## config.mk

```make
export PLATFORM = sky130hd
export DESIGN_NAME = matmul_stream_driver_flat
export DESIGN_NICKNAME = d
export VERILOG_FILES = /design/src/rtl/matmul_stream_driver_if.sv /design/src/rtl/matmul_stream_driver.sv /design/src/flat_wrapper.sv
export SDC_FILE = /design/constraint.sdc
export NUM_CORES = 1
export LEC_CHECK = 0
export ABC_AREA = 1
export CAP_MARGIN = 40
export CORE_UTILIZATION = 34
export CTS_CLUSTER_SIZE = 28
export DETAILED_ROUTE_END_ITERATION = 8
export PLACE_DENSITY_LB_ADDON = 0.2
export SETUP_SLACK_MARGIN = 0.5
export SLEW_MARGIN = 20
export SYNTH_ARGS = -nofsm -noshare
export SYNTH_HDL_FRONTEND = slang
export SYNTH_SLANG_ARGS = --single-unit
```

## constraint.sdc

```tcl
create_clock -name clk -period 1.2 [get_ports clk]
set_clock_uncertainty 0.05 [all_clocks]
set_input_delay 0.36 -clock clk [delete_from_list [all_inputs] [get_ports clk]]
set_output_delay 0.36 -clock clk [all_outputs]
set_load 0.005 [all_outputs]
```

## src/rtl/matmul_stream_driver_if.sv

```systemverilog
// rtl/matmul_stream_driver_if.sv - input/output streams and bus master signals of matmul_stream_driver
interface matmul_stream_driver_if #(
  parameter int unsigned OUT_W = 18
);
  logic [7:0]       in_data;
  logic             in_valid;
  logic             in_ready;
  logic [OUT_W-1:0] out_data;
  logic             out_valid;
  logic             out_ready;
  logic             out_last;
  logic             busy;
  logic             err;
  logic [31:0]      bus_addr;
  logic             bus_wr_en;
  logic             bus_rd_en;
  logic [31:0]      bus_wdata;
  logic [31:0]      bus_rdata;

  modport master (
    input  in_data, in_valid, out_ready, bus_rdata,
    output in_ready, out_data, out_valid, out_last, busy, err,
    output bus_addr, bus_wr_en, bus_rd_en, bus_wdata
  );

  modport slave (
    output in_data, in_valid, out_ready, bus_rdata,
    input  in_ready, out_data, out_valid, out_last, busy, err,
    input  bus_addr, bus_wr_en, bus_rd_en, bus_wdata
  );
endinterface

```

## src/rtl/matmul_stream_driver.sv

```systemverilog
// rtl/matmul_stream_driver.sv - streams a 4x4 matrix + vector into the matrix-vector unit and streams results out
// Optional poll timeout enabled by defining MATMUL_DRV_TIMEOUT_EN.
module matmul_stream_driver #(
  parameter logic [31:0] BASE_ADDR      = 32'd0,
  parameter int unsigned TIMEOUT_CYCLES = 1024,
  parameter int unsigned OUT_W          = 18
) (
  input logic                   clk,
  input logic                   reset,
  matmul_stream_driver_if.master io
);
  typedef enum logic [3:0] {
    S_IDLE, S_LOAD, S_START, S_GAP, S_POLL, S_CHK, S_RD, S_CAP, S_EMIT
  } state_e;

  localparam logic [31:0] A_START = BASE_ADDR + 32'd20;
  localparam logic [31:0] A_OUT   = BASE_ADDR + 32'd32;
  localparam logic [31:0] A_DONE  = BASE_ADDR + 32'd36;

  state_e           state_q, state_d;
  logic [4:0]       idx_q, idx_d;
  logic [1:0]       res_q, res_d;
  logic [31:0]      bus_addr_q, bus_addr_d;
  logic [31:0]      bus_wdata_q, bus_wdata_d;
  logic             bus_wr_en_q, bus_wr_en_d;
  logic             bus_rd_en_q, bus_rd_en_d;
  logic [OUT_W-1:0] out_data_q, out_data_d;
  logic             out_valid_q, out_valid_d;
  logic             out_last_q, out_last_d;
  logic             err_q, err_d;
  logic             in_ready;
  logic             accept;
  logic             tmo_hit;
  logic             unused_rdata;

  assign in_ready     = (state_q == S_IDLE) || (state_q == S_LOAD);
  assign accept       = in_ready && io.in_valid;
  assign unused_rdata = ^io.bus_rdata;

`ifdef MATMUL_DRV_TIMEOUT_EN
  localparam int unsigned TW = $clog2(TIMEOUT_CYCLES + 1);
  logic [TW-1:0] tmo_q, tmo_d;

  // START always leads into GAP, so clearing there is "clear on entering GAP".
  always_comb begin
    tmo_d = tmo_q;
    if (state_q == S_START) begin
      tmo_d = '0;
    end else if ((state_q == S_POLL) || (state_q == S_CHK)) begin
      tmo_d = tmo_q + TW'(1);
    end
  end

  assign tmo_hit = ((state_q == S_POLL) || (state_q == S_CHK)) &&
                   ((32'(tmo_q) + 32'd1) >= TIMEOUT_CYCLES);

  always_ff @(posedge clk) begin
    if (reset) begin
      tmo_q <= '0;
    end else begin
      tmo_q <= tmo_d;
    end
  end
`else
  localparam int unsigned unused_timeout_cycles = TIMEOUT_CYCLES;
  assign tmo_hit = 1'b0;
`endif

  // Bus fields computed here appear on the registered bus in the following cycle.
  always_comb begin
    state_d     = state_q;
    idx_d       = idx_q;
    res_d       = res_q;
    bus_addr_d  = '0;
    bus_wdata_d = '0;
    bus_wr_en_d = 1'b0;
    bus_rd_en_d = 1'b0;
    out_data_d  = out_data_q;
    out_valid_d = out_valid_q;
    out_last_d  = out_last_q;
    err_d       = err_q;
    unique case (state_q)
      S_IDLE, S_LOAD: begin
        if (accept) begin
          bus_wr_en_d = 1'b1;
          bus_addr_d  = BASE_ADDR + 32'(idx_q);
          bus_wdata_d = {24'd0, io.in_data};
          idx_d       = idx_q + 5'd1;
          state_d     = (idx_q == 5'd19) ? S_START : S_LOAD;
        end
      end
      S_START: begin
        bus_wr_en_d = 1'b1;
        bus_addr_d  = A_START;
        bus_wdata_d = 32'd1;
        idx_d       = '0;
        state_d     = S_GAP;
      end
      S_GAP: begin
        bus_rd_en_d = 1'b1;
        bus_addr_d  = A_DONE;
        state_d     = S_POLL;
      end
      S_POLL: state_d = S_CHK;
      S_CHK: begin
        bus_rd_en_d = 1'b1;
        if (io.bus_rdata[0]) begin
          bus_addr_d = A_OUT;
          res_d      = 2'd0;
          state_d    = S_RD;
        end else begin
          bus_addr_d = A_DONE;
          state_d    = S_POLL;
        end
      end
      S_RD: state_d = S_CAP;
      S_CAP: begin
        out_data_d  = io.bus_rdata[OUT_W-1:0];
        out_valid_d = 1'b1;
        out_last_d  = (res_q == 2'd3);
        state_d     = S_EMIT;
      end
      S_EMIT: begin
        if (io.out_ready) begin
          out_valid_d = 1'b0;
          out_last_d  = 1'b0;
          if (res_q == 2'd3) begin
            state_d = S_IDLE;
          end else begin
            res_d       = res_q + 2'd1;
            bus_rd_en_d = 1'b1;
            bus_addr_d  = A_OUT + 32'(res_q + 2'd1);
            state_d     = S_RD;
          end
        end
      end
      default: state_d = S_IDLE;
    endcase
    if (tmo_hit) begin
      state_d     = S_IDLE;
      err_d       = 1'b1;
      bus_rd_en_d = 1'b0;
      bus_addr_d  = '0;
    end
  end

  always_ff @(posedge clk) begin
    if (reset) begin
      state_q     <= S_IDLE;
      idx_q       <= '0;
      res_q       <= '0;
      bus_addr_q  <= '0;
      bus_wdata_q <= '0;
      bus_wr_en_q <= 1'b0;
      bus_rd_en_q <= 1'b0;
      out_data_q  <= '0;
      out_valid_q <= 1'b0;
      out_last_q  <= 1'b0;
      err_q       <= 1'b0;
    end else begin
      state_q     <= state_d;
      idx_q       <= idx_d;
      res_q       <= res_d;
      bus_addr_q  <= bus_addr_d;
      bus_wdata_q <= bus_wdata_d;
      bus_wr_en_q <= bus_wr_en_d;
      bus_rd_en_q <= bus_rd_en_d;
      out_data_q  <= out_data_d;
      out_valid_q <= out_valid_d;
      out_last_q  <= out_last_d;
      err_q       <= err_d;
    end
  end

  assign io.in_ready  = in_ready;
  assign io.busy      = (state_q != S_IDLE);
  assign io.err       = err_q;
  assign io.out_data  = out_data_q;
  assign io.out_valid = out_valid_q;
  assign io.out_last  = out_last_q;
  assign io.bus_addr  = bus_addr_q;
  assign io.bus_wdata = bus_wdata_q;
  assign io.bus_wr_en = bus_wr_en_q;
  assign io.bus_rd_en = bus_rd_en_q;
endmodule
```

## src/flat_wrapper.sv

```systemverilog
// flat-port wrapper written by rule: the top's interface ports become plain ports
module matmul_stream_driver_flat 
#(
  parameter logic [31:0] BASE_ADDR      = 32'd0,
  parameter int unsigned TIMEOUT_CYCLES = 1024,
  parameter int unsigned OUT_W          = 18
)
  (clk, reset, io_in_data, io_in_valid, io_out_ready, io_bus_rdata, io_in_ready, io_out_data, io_out_valid, io_out_last, io_busy, io_err, io_bus_addr, io_bus_wr_en, io_bus_rd_en, io_bus_wdata);
  matmul_stream_driver_if #(.OUT_W(OUT_W)) io_i ();
  input logic clk;
  input logic reset;
  input wire logic [$bits(io_i.in_data)-1:0] io_in_data;
  input wire logic [$bits(io_i.in_valid)-1:0] io_in_valid;
  input wire logic [$bits(io_i.out_ready)-1:0] io_out_ready;
  input wire logic [$bits(io_i.bus_rdata)-1:0] io_bus_rdata;
  output wire logic [$bits(io_i.in_ready)-1:0] io_in_ready;
  output wire logic [$bits(io_i.out_data)-1:0] io_out_data;
  output wire logic [$bits(io_i.out_valid)-1:0] io_out_valid;
  output wire logic [$bits(io_i.out_last)-1:0] io_out_last;
  output wire logic [$bits(io_i.busy)-1:0] io_busy;
  output wire logic [$bits(io_i.err)-1:0] io_err;
  output wire logic [$bits(io_i.bus_addr)-1:0] io_bus_addr;
  output wire logic [$bits(io_i.bus_wr_en)-1:0] io_bus_wr_en;
  output wire logic [$bits(io_i.bus_rd_en)-1:0] io_bus_rd_en;
  output wire logic [$bits(io_i.bus_wdata)-1:0] io_bus_wdata;
  assign io_i.in_data = io_in_data;
  assign io_i.in_valid = io_in_valid;
  assign io_i.out_ready = io_out_ready;
  assign io_i.bus_rdata = io_bus_rdata;
  assign io_in_ready = io_i.in_ready;
  assign io_out_data = io_i.out_data;
  assign io_out_valid = io_i.out_valid;
  assign io_out_last = io_i.out_last;
  assign io_busy = io_i.busy;
  assign io_err = io_i.err;
  assign io_bus_addr = io_i.bus_addr;
  assign io_bus_wr_en = io_i.bus_wr_en;
  assign io_bus_rd_en = io_i.bus_rd_en;
  assign io_bus_wdata = io_i.bus_wdata;
  matmul_stream_driver #(.BASE_ADDR(BASE_ADDR), .TIMEOUT_CYCLES(TIMEOUT_CYCLES), .OUT_W(OUT_W)) u_core (.clk(clk), .reset(reset), .io(io_i));
endmodule
```

==> results.yml <==
die:
  core_um2: 6350
  fp.dieH_um: 83.12
  rows: 29
  die_w_um: 83.12
  start_util_pct: 35.23
  die_area_um2: 6908
  ios: 133
cts:
  cts_sinks: 47
  cts_hold_buf: 0
  htree_levels: 2
  clk_pin_slew_ns: 0.09
  clk_latency_ns: 0.29
  cts_tree: "yes"
  cts_buffers: 5
  root_buffer: "clkbuf_8"
  clk_path_buf_depth: 2
sta:
  slew_violations: 0
  period_needed_ns: 1.425
  fmax_mhz: 701.8
  period_share_pct: 118.7
  holdWs_ns: 0.4274
  rsz0062_at_grt: "yes"
  setup_violations: 49
  finalHoldViolCount: 0
  layout_setup_ws_ns: -0.2249
cells_and_area:
  diodes: 0
  fin_nets: 458
  final_area_um2: 3463
  drive_gt1_share_pct: 44.90
  instances_no_fill: 489
  nFillCells: 613
  area_growth_pct: 54.81
setup_path:
  cp-start-kind: "register"
  path_class: "register to output port"
  end_kind: "output port"
  crit_arrival_ns: 1.01
  crit_path_max_fanout: 3
  worst_ep_required_time_ns: 0.79
routing:
  drt-pass1-iter-count: 4
  wl_um: 5278
  initialDrtViolationCount: 83
  route.detailed.drc: 0
  drtAntennaViolNets: 0
  wire_per_inst_um: 10.79
  num_vias: 2081
  vias_per_cell: 4.256
min_path:
  holdCritPathClass: "register to register"
grt:
  grt_max_degree: 22
  antenna_found_initial: 0
  grt-ovfl-total: 0
  grt.total_usage_pct: 15.17
  grt_pass1_vias: 1952
  grt_pass1_wl_um: 8611
yosys:
  ys_seq_elements: 47
  synth_area_um2: 2237
  syn_area_per_cell_um2: 7.359
  yosys_warnings: 0
  yosysSeqAreaShare_pct: 42.06
  yosys.area.top_type: "dfxtp_1"
  synth_top_area_share_pct: 42.06
  postSynthCellCount: 304
  synth_top_cells_by_area: "dfxtp_1, buf_4, nor2_1"
  synthDistinctLibCells: 20
status:
  status: "finished, violations left"
  violations: "negative setup slack"
place:
  place_ws_ns: -0.3587
  placedCellCount: 473
  portBuffers: 67
  hpwl_um: 3714
  dpl_cell_area_um2: 3117
  gp_congestion: 0.8709
pwr:
  power.leakage_nw: 1.677
  vdd_drop_max_uv: 628.2
  power_w: 0.003006
  powerDensity_nw_per_um2: 867.9
run:
  max-cap-violations: 0
area by class of cell:
type	count	area (µm²)	area share, %
flip-flops and latches	47	996.0	28.76
repair inverters	1	11.26	0.3251
clock buffers	7	97.59	2.818
inverters	22	100.1	2.890
repair buffers	110	1011	29.19
multi-input cells	225	1151	33.24
well taps	77	96.34	2.782
report_power, final:
group          internal, W  switching [W]
Clock             0.000527       0.000509
Sequential         0.00158      0.0000108
Combinational     0.000200       0.000178
Yosys cell counts:
master / number
conb_1: 1
ha_1: 2
nand2_1: 42
clkbuf_1: 5
nand2_2: 2
nand3_1: 12
or2_2: 1
nor3_1: 2
o211ai_1: 1
nand3b_1: 1
dfxtp_1: 47
buf_4: 53
buf_2: 2
a21oi_1: 15
nor2_2: 6
inv_2: 4
nand4_1: 7
nor2_1: 60
inv_1: 18
o21ai_0: 23
through the flow:
step / util [%] / TNS [ns]
final: 54.54 / -6.196
after global routing: 54.54 / -9.673
after detailed placement: 49.08 / -11.87
after CTS: 52.28 / -5.111
after floorplan: - / 0
after global placement: 49.08 / -11.72
sequential cells by signal, indices dropped and copies added, names as in the netlist:
register             count
u_core.io.out_data      18
u_core.io.bus_addr       6
u_core.idx_q             5
u_core.res_q             2
u_core.io.bus_wdata      8
u_core.io.bus_wr_en      1
u_core.state_q           4
u_core.io.bus_rd_en      1
u_core.io.out_last       1
u_core.io.out_valid      1
metal layers:
| metal | share of wire, % | vias to the layer above | GRT usage [%] |
|---|---|---|---|
| met4 | 0.27 | 0 | 3.292 |
| met1 | 44 | 929 | 19.28 |
| met3 | 7.0 | 2 | 4.672 |
| li1 | - | 1076 | - |
| met5 | 0 | - | 0 |
| met2 | 49 | 74 | 25.26 |
critical path: stages (launching register included):
cell	delay [ns]
dfxtp_4	0.37
nor2_4	0.11
nand2_2	0.08
inv_2	0.06
buf_2	0.10
worst paths after layout:
check	start	slack, ns	end	cells after the start
worst max-delay path	u_core.state_q[2]	-0.22	io_in_ready	4
worst max register to register	u_core.state_q[2]	-0.19	u_core.idx_q[4]	8
worst min-delay path	u_core.io.out_last	0.43	u_core.io.out_last	2
worst min register to register	u_core.io.out_last	0.43	u_core.io.out_last	2
placed cells by master (no fill, tap or decap), types with 14 or more instances in the layout:
master	count
buf_2	22
conb_1	51
inv_1	14
nand2_1	29
buf_4	28
clkdlybuf4s50_1	29
dfxtp_2	38
buf_6	26
nor2_2	17
nor2_1	43
repair_timing:
item,CTS,global route
endpoints found under the setup margin,85,85
gates cloned,2,1
setup buffers,4,2
pin swaps,14,7
resized for setup,230,33
cells by family (layout without fill, tap and decap cells):
family          count (synthesis)  after routing  synth area share (%)
simple gates                  133            133                 25.06
flops                          47             47                 42.06
compound gates                 39             39                 8.837
buf+inv                        82            140                 22.76
other cells                     1             51                0.1676
fa+ha+maj                       2              2                 1.118
Power figures use the tool's default switching activity.
